[config.mk]
export PLATFORM = sky130hd
export DESIGN_NAME = tft_cmd_decoder
export DESIGN_NICKNAME = d
export VERILOG_FILES = /design/src/rtl/tft_cmd_decoder.sv
export SDC_FILE = /design/constraint.sdc
export NUM_CORES = 1
export LEC_CHECK = 0
export ABC_AREA = 1
export CAP_MARGIN = 0
export CORE_MARGIN = 4
export CORE_UTILIZATION = 40
export CTS_BUF_LIST = sky130_fd_sc_hd__clkbuf_2
export DETAILED_ROUTE_END_ITERATION = 10
export DONT_BUFFER_PORTS = 1
export GPL_ROUTABILITY_DRIVEN = 0
export PLACE_DENSITY_LB_ADDON = 0.2
export SYNTH_ARGS = -nofsm -noshare
export SYNTH_HDL_FRONTEND = slang
export SYNTH_SLANG_ARGS = --single-unit
[constraint.sdc]
create_clock -name clk -period 5 [get_ports clk]
set_clock_uncertainty 0.2 [all_clocks]
set_input_delay 0.75 -clock clk [delete_from_list [all_inputs] [get_ports clk]]
set_output_delay 0.75 -clock clk [all_outputs]
set_load 0.01 [all_outputs]
[src/rtl/tft_cmd_decoder.sv]
// tft_cmd_decoder: deserialises the write-only TFT SPI stream and decodes the
// ILI9341-style command subset (CASET/PASET/RAMWR/SWRESET) into pixel writes.
module tft_cmd_decoder #(
   parameter int COORD_W = 9,
   parameter int WIDTH   = 240,
   parameter int HEIGHT  = 320
) (
   input  logic               clk,
   input  logic               rst,
   input  logic               spi_clk,
   input  logic               spi_mosi,
   input  logic               spi_dc,
   input  logic               spi_cs,
   output logic               byte_valid,
   output logic [7:0]         byte_data,
   output logic               byte_dc,
   output logic               cmd_valid,
   output logic [7:0]         cmd_code,
   output logic               pixel_valid,
   output logic [COORD_W-1:0] pixel_x,
   output logic [COORD_W-1:0] pixel_y,
   output logic [15:0]        pixel_data
);

   typedef enum logic [2:0] {
      ST_IDLE,
      ST_PARAM,
      ST_RAMWR_HI,
      ST_RAMWR_LO,
      ST_SKIP
   } state_t;

   localparam logic [COORD_W-1:0] XE_RST = COORD_W'(WIDTH - 1);
   localparam logic [COORD_W-1:0] YE_RST = COORD_W'(HEIGHT - 1);

   // synchroniser bits: [0]=spi_clk [1]=mosi [2]=dc [3]=cs
   logic [3:0] sync1_q, sync1_d, sync2_q, sync2_d;
   logic       clk_prev_q, clk_prev_d;
   logic       clk_rise, mosi_s, dc_s, cs_s;

   logic [2:0] bit_cnt_q, bit_cnt_d;
   logic [6:0] shreg_q, shreg_d;
   logic       byte_valid_q, byte_valid_d;
   logic [7:0] byte_data_q, byte_data_d;
   logic       byte_dc_q, byte_dc_d;

   state_t               state_q, state_d;
   logic                 tgt_y_q, tgt_y_d;
   logic [1:0]           pidx_q, pidx_d;
   logic [7:0]           param_hi_q, param_hi_d;
   logic [COORD_W-1:0]   start_q, start_d;
   logic [COORD_W-1:0]   xs_q, xs_d, xe_q, xe_d, ys_q, ys_d, ye_q, ye_d;
   logic [COORD_W-1:0]   cur_x_q, cur_x_d, cur_y_q, cur_y_d;
   logic [7:0]           hi_byte_q, hi_byte_d;
   logic                 cmd_valid_q, cmd_valid_d;
   logic [7:0]           cmd_code_q, cmd_code_d;
   logic                 pixel_valid_q, pixel_valid_d;
   logic [COORD_W-1:0]   pixel_x_q, pixel_x_d, pixel_y_q, pixel_y_d;
   logic [15:0]          pixel_data_q, pixel_data_d;
   logic [COORD_W-1:0]   coord;

   // two-flop synchroniser inputs and rising-edge detect on synced spi_clk
   always_comb begin
      sync1_d    = {spi_cs, spi_dc, spi_mosi, spi_clk};
      sync2_d    = sync1_q;
      clk_prev_d = sync2_q[0];
      clk_rise   = sync2_q[0] & ~clk_prev_q;
      mosi_s     = sync2_q[1];
      dc_s       = sync2_q[2];
      cs_s       = sync2_q[3];
   end

   // synchroniser flops run freely, also during reset, so no false edge follows reset release
   always_ff @(posedge clk) begin
      sync1_q    <= sync1_d;
      sync2_q    <= sync2_d;
      clk_prev_q <= clk_prev_d;
   end

   // bit shifter: assemble MSB-first bytes, drop partial byte while deselected
   always_comb begin
      bit_cnt_d    = bit_cnt_q;
      shreg_d      = shreg_q;
      byte_valid_d = 1'b0;
      byte_data_d  = byte_data_q;
      byte_dc_d    = byte_dc_q;
      if (cs_s) begin
         bit_cnt_d = '0;
      end else if (clk_rise) begin
         shreg_d   = {shreg_q[5:0], mosi_s};
         bit_cnt_d = bit_cnt_q + 3'd1;
         if (bit_cnt_q == 3'd7) begin
            byte_valid_d = 1'b1;
            byte_data_d  = {shreg_q, mosi_s};
            byte_dc_d    = dc_s;
         end
      end
   end

   // command decoder FSM: next state, window/cursor updates and output pulses
   always_comb begin
      state_d       = state_q;
      tgt_y_d       = tgt_y_q;
      pidx_d        = pidx_q;
      param_hi_d    = param_hi_q;
      start_d       = start_q;
      xs_d          = xs_q;
      xe_d          = xe_q;
      ys_d          = ys_q;
      ye_d          = ye_q;
      cur_x_d       = cur_x_q;
      cur_y_d       = cur_y_q;
      hi_byte_d     = hi_byte_q;
      cmd_valid_d   = 1'b0;
      cmd_code_d    = cmd_code_q;
      pixel_valid_d = 1'b0;
      pixel_x_d     = pixel_x_q;
      pixel_y_d     = pixel_y_q;
      pixel_data_d  = pixel_data_q;
      // 16-bit parameter word truncated to the coordinate width
      coord         = COORD_W'({param_hi_q, byte_data_q});
      if (byte_valid_q) begin
         if (!byte_dc_q) begin
            cmd_valid_d = 1'b1;
            cmd_code_d  = byte_data_q;
            case (byte_data_q)
               8'h2A: begin
                  state_d = ST_PARAM;
                  tgt_y_d = 1'b0;
                  pidx_d  = '0;
               end
               8'h2B: begin
                  state_d = ST_PARAM;
                  tgt_y_d = 1'b1;
                  pidx_d  = '0;
               end
               8'h2C: begin
                  state_d = ST_RAMWR_HI;
                  cur_x_d = xs_q;
                  cur_y_d = ys_q;
               end
               8'h01: begin
                  state_d = ST_IDLE;
                  xs_d    = '0;
                  xe_d    = XE_RST;
                  ys_d    = '0;
                  ye_d    = YE_RST;
               end
               default: state_d = ST_SKIP;
            endcase
         end else begin
            case (state_q)
               ST_PARAM: begin
                  pidx_d = pidx_q + 2'd1;
                  case (pidx_q)
                     2'd0:    param_hi_d = byte_data_q;
                     2'd1:    start_d    = coord;
                     2'd2:    param_hi_d = byte_data_q;
                     default: begin
                        if (tgt_y_q) begin
                           ys_d = start_q;
                           ye_d = coord;
                        end else begin
                           xs_d = start_q;
                           xe_d = coord;
                        end
                        state_d = ST_IDLE;
                     end
                  endcase
               end
               ST_RAMWR_HI: begin
                  hi_byte_d = byte_data_q;
                  state_d   = ST_RAMWR_LO;
               end
               ST_RAMWR_LO: begin
                  pixel_valid_d = 1'b1;
                  pixel_x_d     = cur_x_q;
                  pixel_y_d     = cur_y_q;
                  pixel_data_d  = {hi_byte_q, byte_data_q};
                  if (cur_x_q >= xe_q) begin
                     cur_x_d = xs_q;
                     cur_y_d = (cur_y_q >= ye_q) ? ys_q : cur_y_q + 1'b1;
                  end else begin
                     cur_x_d = cur_x_q + 1'b1;
                  end
                  state_d = ST_RAMWR_HI;
               end
               default: ;
            endcase
         end
      end
   end

   // state register with synchronous active-low reset
   always_ff @(posedge clk) begin
      if (!rst) begin
         bit_cnt_q     <= '0;
         shreg_q       <= '0;
         byte_valid_q  <= 1'b0;
         byte_data_q   <= '0;
         byte_dc_q     <= 1'b0;
         state_q       <= ST_IDLE;
         tgt_y_q       <= 1'b0;
         pidx_q        <= '0;
         param_hi_q    <= '0;
         start_q       <= '0;
         xs_q          <= '0;
         xe_q          <= XE_RST;
         ys_q          <= '0;
         ye_q          <= YE_RST;
         cur_x_q       <= '0;
         cur_y_q       <= '0;
         hi_byte_q     <= '0;
         cmd_valid_q   <= 1'b0;
         cmd_code_q    <= '0;
         pixel_valid_q <= 1'b0;
         pixel_x_q     <= '0;
         pixel_y_q     <= '0;
         pixel_data_q  <= '0;
      end else begin
         bit_cnt_q     <= bit_cnt_d;
         shreg_q       <= shreg_d;
         byte_valid_q  <= byte_valid_d;
         byte_data_q   <= byte_data_d;
         byte_dc_q     <= byte_dc_d;
         state_q       <= state_d;
         tgt_y_q       <= tgt_y_d;
         pidx_q        <= pidx_d;
         param_hi_q    <= param_hi_d;
         start_q       <= start_d;
         xs_q          <= xs_d;
         xe_q          <= xe_d;
         ys_q          <= ys_d;
         ye_q          <= ye_d;
         cur_x_q       <= cur_x_d;
         cur_y_q       <= cur_y_d;
         hi_byte_q     <= hi_byte_d;
         cmd_valid_q   <= cmd_valid_d;
         cmd_code_q    <= cmd_code_d;
         pixel_valid_q <= pixel_valid_d;
         pixel_x_q     <= pixel_x_d;
         pixel_y_q     <= pixel_y_d;
         pixel_data_q  <= pixel_data_d;
      end
   end

   assign byte_valid  = byte_valid_q;
   assign byte_data   = byte_data_q;
   assign byte_dc     = byte_dc_q;
   assign cmd_valid   = cmd_valid_q;
   assign cmd_code    = cmd_code_q;
   assign pixel_valid = pixel_valid_q;
   assign pixel_x     = pixel_x_q;
   assign pixel_y     = pixel_y_q;
   assign pixel_data  = pixel_data_q;

endmodule

==> flow_summary.ini, run 1 <==
[clock_tree]
clock_sinks = 151
clockBufferDepth = 2
cts_tree = yes
clock_latency_ns = 0.71
h-tree-depth = 4
cts_root_buffer = clkbuf_2
numCtsBuffers = 17
clk_pin_slew_ns = 0.20

[global_route]
track_usage_pct = 17.7
grt_pass1_wl_um = 25400
overflow = 0
grt_pass1_vias = 4748
grt_max_degree = 121
grt_antenna_before_repair = 0

[finish]
fillers = 1676
syn_to_final_growth_pct = 5.54
drive_gt1_share_pct = 6.91
antennaDiodeCount = 0
nets = 860
final_core_util_pct = 42.9

[critical_path]
crit_path_start_kind = flop
rr_worst_depth = 8
worstPathRequired_ns = 5.45
crit_type = reg2reg
reg2reg_from = byte_dc$_SDFFE_PN0P_
worstPathMaxFanout = 35
critPathCaptureType = flop
worst-r2r-setup-slack_ns = 1.95
cp.arrival_ns = 3.50
reg2reg_to = pixel_data[0]$_SDFFE_PN0P_

[floorplan]
coreArea_mm2 = 0.0158
start_util_pct = 40.7
num_io_pins = 60
dieArea_mm2 = 0.0181
die_w_um = 135
std_cell_rows = 46
die_y_um = 135

[logic_synthesis]
yosys.area.top_type = dfxtp_1
synthArstFlopShare_pct = 0
synth_edf_count = 0
syn_area_per_cell_um2 = 7.62
synth_flop_cell = dfxtp_1
ys_warn_count = 0
ys_top_cells_by_count = nand2_1, dfxtp_1, nor2_1
seq_area_frac_synth_pct = 47.1
synthTopCellsByArea = dfxtp_1, nand2_1, o21ai_0
yosysMostFrequentCell = nand2_1
syn_inst = 842
yosysUniqueCellTypes = 35
synth_nets = 874
syn-cell-area_mm2 = 0.00641
synth_top_area_share_pct = 47.1
synth-seq-cells = 151

[timing]
max_slew_margin_pct = 33.7
rsz0062_at_grt = no
worst_slack_ns = 1.95
fin_crit_ns = 3.05
hold_viol_final = 0
slew_violations = 0
final.period_utilization_pct = 61.1
max_clock_freq_mhz = 328
setup_viol = 0
tns_ns = 0
worst_pin_slew_ns = 0.993

[detailed_routing]
viasPerCell = 4.89
drtIter0Drc = 402
via_count = 5156
drc = 0
ant_nets = 0
post_drt_wl_per_cell_um = 14.8
firstDrtPassIters = 4
totalWireLength_um = 15700

[place]
portBuffers = 0
dp_hpwl_um = 10600
place_ws_ns = 1.97

[power_and_ir_drop]
peakVddDrop_v = 0.000201
p_total_uw = 1930
p_leak_uw = 0.00289
p_per_area_mw_per_mm2 = 286

[worst_hold_path]
min_from = sync1_q[0]$_DFF_P_
min_path_type = reg2reg
hold_end = sync2_q[0]$_DFF_P_
whs_path_depth = 0

[flow_run]
maxCapViolCount = 0

[run_status]
status = complete, no violations
[cell usage in the layout (no fill, tap or decap), drive strengths merged, types with 8 or more instances in the layout]
master / n
a21oi: 92
clkbuf: 18
clkinv: 8
dfxtp: 151
ha: 26
inv: 84
nand2: 160
nand3: 29
nor2: 119
o211ai: 9
o21ai: 107
[worst max-delay path by stage]
stage | from | end | slack, ns | depth (start not counted)
5_1_grt | byte_dc$_SDFFE_PN0P_ | pixel_data[0]$_SDFFE_PN0P_ | 1.48 | 8
6_report | byte_dc$_SDFFE_PN0P_ | pixel_data[0]$_SDFFE_PN0P_ | 1.95 | 8
4_1_cts | byte_dc$_SDFFE_PN0P_ | pixel_data[0]$_SDFFE_PN0P_ | 1.91 | 8
3_3_place_gp | byte_dc$_SDFFE_PN0P_ | pixel_data[4]$_SDFFE_PN0P_ | 2.02 | 8
2_1_floorplan | xe_q[4]$_SDFFE_PN0P_ | cur_x_q[3]$_SDFFE_PN0P_ | 3.09 | 12
3_5_place_dp | byte_dc$_SDFFE_PN0P_ | pixel_data[0]$_SDFFE_PN0P_ | 1.97 | 8
[layout make-up]
cell class	count	area (um^2)	share of cell area [%]
inverter	84	315	4.66
timing repair buffer	7	82.6	1.22
multi-input combinational	567	2850	42.1
clock inverter	12	136	2.01
clock buffer	18	90.1	1.33
tap	216	270	3.99
sequential	151	3020	44.7
[per-layer routing]
layer | routed length (um) | global-route usage [%] | vias up
li1 | - | - | 2705
met4 | 233 | 5.43 | 0
met2 | 7110 | 28.0 | 101
met3 | 813 | 5.29 | 19
met1 | 7500 | 23.5 | 2331
met5 | 0 | 0 | -
[cells by family (layout without fill, tap and decap cells)]
kind of cell    after synthesis  count (layout)  share of synthesized area (%)
compound gates              213             213                           17.8
xor+xnor                      8               8                           1.09
fa+ha+maj                    26              26                           5.07
buf+inv                     124             121                           8.41
flops                       151             151                           47.1
simple gates                320             320                           20.5
[where the power goes]
part	switching, uW	internal (uW)
combinational	26.7	11.3
sequential	2.54	1210
clock	415	267
total	444	1490
[flip-flops by register name, indices dropped and copies added, names as in the netlist, 2 cells and up]
register	count
bit_cnt_q	3
cur_y_q	9
pixel_x	9
cur_x_q	9
pixel_data	16
cmd_code	8
shreg_q	7
ys_q	9
pidx_q	2
ye_q	9
pixel_y	9
byte_data	8
start_q	9
sync2_q	4
xe_q	9
hi_byte_q	8
xs_q	9
state_q	3
sync1_q	4
[timing repair]
| item | 4_1_cts | 5_1_grt |
|---|---|---|
| setup endpoints to repair | 0 | 0 |
| hold buffers | 5 | 0 |
| buffers inserted | 0 | 0 |
| endpoints found under the hold margin | 124 | 0 |
| gates resized for setup | 0 | 0 |
[critical path, cell delays in order, from the launching register on]
cell,delay (ns)
dfxtp_1,1.02
nand2_1,0.16
inv_1,0.12
nand2_1,0.06
buf_4,0.20
inv_1,0.68
buf_4,0.33
o21ai_0,0.09
a21oi_1,0.13
[metrics by stage]
step | hold slack (ns) | instance area, um^2 | cells
2_1_floorplan | 0.110 | 6410 | 842
3_3_place_gp | 0.111 | 6470 | 1020
3_5_place_dp | 0.114 | 6470 | 1020
4_1_cts | 0.149 | 6770 | 1055
5_1_grt | 0.152 | 6770 | 1055
6_report | 0.147 | 6770 | 1055
Note: power is estimated with default switching activity, not from simulation.
==> inputs of run 2 (changes only) <==
==> constraint.sdc (replaced) <==
create_clock -name clk -period 3.08 [get_ports clk]
set_clock_uncertainty 0.2 [all_clocks]
set_input_delay 0.462 -clock clk [delete_from_list [all_inputs] [get_ports clk]]
set_output_delay 0.462 -clock clk [all_outputs]
set_load 0.01 [all_outputs]
==> run 2 against run 1 <==
  * Hold slack got worse by 0.036 ns
  * Die area stayed put
  * Sequential share of layout area is 0.52 points lower
  * Wire length grew 0.17%
  * First-iteration DRC count is 25% lower
  * Non-clock buffer count rose by 5
  * Total power grew 67%
  * Count of clock-buffer cells in the layout is 1 lower
  * Core utilization is 0.51 points higher
  * Sequential power rose by 63%
  * Critical endpoint is now ye_q[0]$_SDFFE_PN1P_
  * Via count down 0.89%
  * Worst setup slack worse by 1.6 ns
==> flow_summary.ini, run 2 (same netlist as run 1, synthesis figures left out) <==
[critical_path]
crit_type = reg2reg
max_stage_delay_ns = 0.54
reg2reg_from = byte_valid$_SDFF_PP0_
crit_top_cell = inv_2
rr_worst_depth = 9
cp.arrival_ns = 3.24
critPathCaptureType = flop
worst-r2r-setup-slack_ns = 0.31
cp_cell_sequence = inv_1 -> nor2_4 -> inv_2 -> a22oi_4 -> nand2_2 -> inv_2 -> nand2_1 -> nand3_1 -> dlygate4sd3_1
crit_path_start_kind = flop
worstPathMaxFanout = 24
worstPathRequired_ns = 3.55
slowest_stage = dlygate4sd3_1
crit_cells = 9
cpLargestDelayFamily = buffers and inverters
reg2reg_to = ye_q[0]$_SDFFE_PN1P_
crit_buf_inv = 4

[global_route]
overflow = 0
grt_max_degree = 121
grt_pass1_wl_um = 25800
grt_pass1_vias = 4781
grt_antenna_before_repair = 0
track_usage_pct = 18.1

[worst_hold_path]
min_path_type = in2reg
hold_end = sync1_q[3]$_DFF_P_
whs_path_depth = 1
min_from = spi_cs

[detailed_routing]
drtIter0Drc = 301
ant_nets = 0
firstDrtPassIters = 5
via_count = 5110
drc = 0
post_drt_wl_per_cell_um = 14.8
totalWireLength_um = 15700
viasPerCell = 4.81

[timing]
hold_viol_final = 0
rsz0062_at_grt = no
final.period_utilization_pct = 90.1
slew_violations = 0
fin_crit_ns = 2.77
tns_ns = 0
worst_slack_ns = 0.306
max_clock_freq_mhz = 360
setup_viol = 0
max_slew_margin_pct = 38.3
worst_pin_slew_ns = 0.925

[power_and_ir_drop]
p_per_area_mw_per_mm2 = 472
peakVddDrop_v = 0.000381
p_leak_uw = 0.00292

[floorplan]
coreArea_mm2 = 0.0158
die_w_um = 135
die_y_um = 135
std_cell_rows = 46
dieArea_mm2 = 0.0181
num_io_pins = 60
start_util_pct = 40.7

[clock_tree]
h-tree-depth = 4
numCtsBuffers = 17
clock_sinks = 151
cts_tree = yes
postCtsSetupRepairBufs = 0
clockBufferDepth = 2
clk_pin_slew_ns = 0.23
cts_resized = 0
clock_latency_ns = 0.70
cts_root_buffer = clkbuf_2

[flow_run]
maxCapViolCount = 0

[place]
dp_hpwl_um = 10700
placed_cells = 1022
place_ws_ns = 0.695
portBuffers = 0

[finish]
syn_to_final_growth_pct = 6.79
largest_reg_flops = 16
nets = 865
fin_cells = 1062
final_core_util_pct = 43.4
most-common-layout-cells = nand2_1, dfxtp_1, nor2_1
antennaDiodeCount = 0
final_common_cell = nand2_1
drive_gt1_share_pct = 7.57
fillers = 1690

[run_status]
status = complete, no violations
## run 2: metal layers
layer	GRT usage, %	vias to the layer above	share of wire, %
met5	0	-	0
met4	3.73	0	1.3
met3	6.18	12	5.5
met2	27.3	105	45
met1	25.1	2279	48
li1	-	2714	-
## run 2: repair_timing
item,CTS,global route
endpoints found under the hold margin,124,1
hold buffers,7,1
setup endpoints to repair,0,0
## run 2: worst max path at each step
| stage | start | to | slack, ns |
|---|---|---|---|
| floorplan | xe_q[4]$_SDFFE_PN0P_ | cur_x_q[3]$_SDFFE_PN0P_ | 1.17 |
| global placement | byte_dc$_SDFFE_PN0P_ | pixel_y[0]$_SDFFE_PN0P_ | 0.69 |
| detailed placement | byte_valid$_SDFF_PP0_ | ye_q[7]$_SDFFE_PN0P_ | 0.70 |
| CTS | byte_valid$_SDFF_PP0_ | ye_q[0]$_SDFFE_PN1P_ | 0.24 |
| global route | byte_valid$_SDFF_PP0_ | ye_q[0]$_SDFFE_PN1P_ | 0.03 |
| finish | byte_valid$_SDFF_PP0_ | ye_q[0]$_SDFFE_PN1P_ | 0.31 |
## run 2: final cells by class
class	count	area [um^2]	share of cell area (%)
clock buffer	17	85.1	1.24
clock inverter	15	176	2.58
sequential	151	3020	44.1
tap	216	270	3.95
inverter	84	315	4.60
multi-input combinational	567	2850	41.6
timing repair buffer	12	128	1.86
## run 2: per-stage QoR
step	power (uW)	hold WS [ns]	cell area, um^2
finish	3240	0.112	6850
global route	3380	0.00442	6850
CTS	3280	0.0155	6840
detailed placement	2050	0.113	6490
global placement	2040	0.112	6490
floorplan	2050	0.110	6410
## run 2: where the power goes
| part | internal, uW | switching, uW |
|---|---|---|
| Combinational | 19.9 | 44.2 |
| Sequential | 1970 | 4.38 |
| Clock | 460 | 738 |
## run 2: worst reg2reg max path, delay by kind of cell, from the launching register on
kind | cells | cell delay (ns)
buffers and inverters | 4 | 1.16
DFF | 1 | 0.48
AOI/OAI and AO/OA | 1 | 0.19
and+or+nand+nor | 4 | 0.75
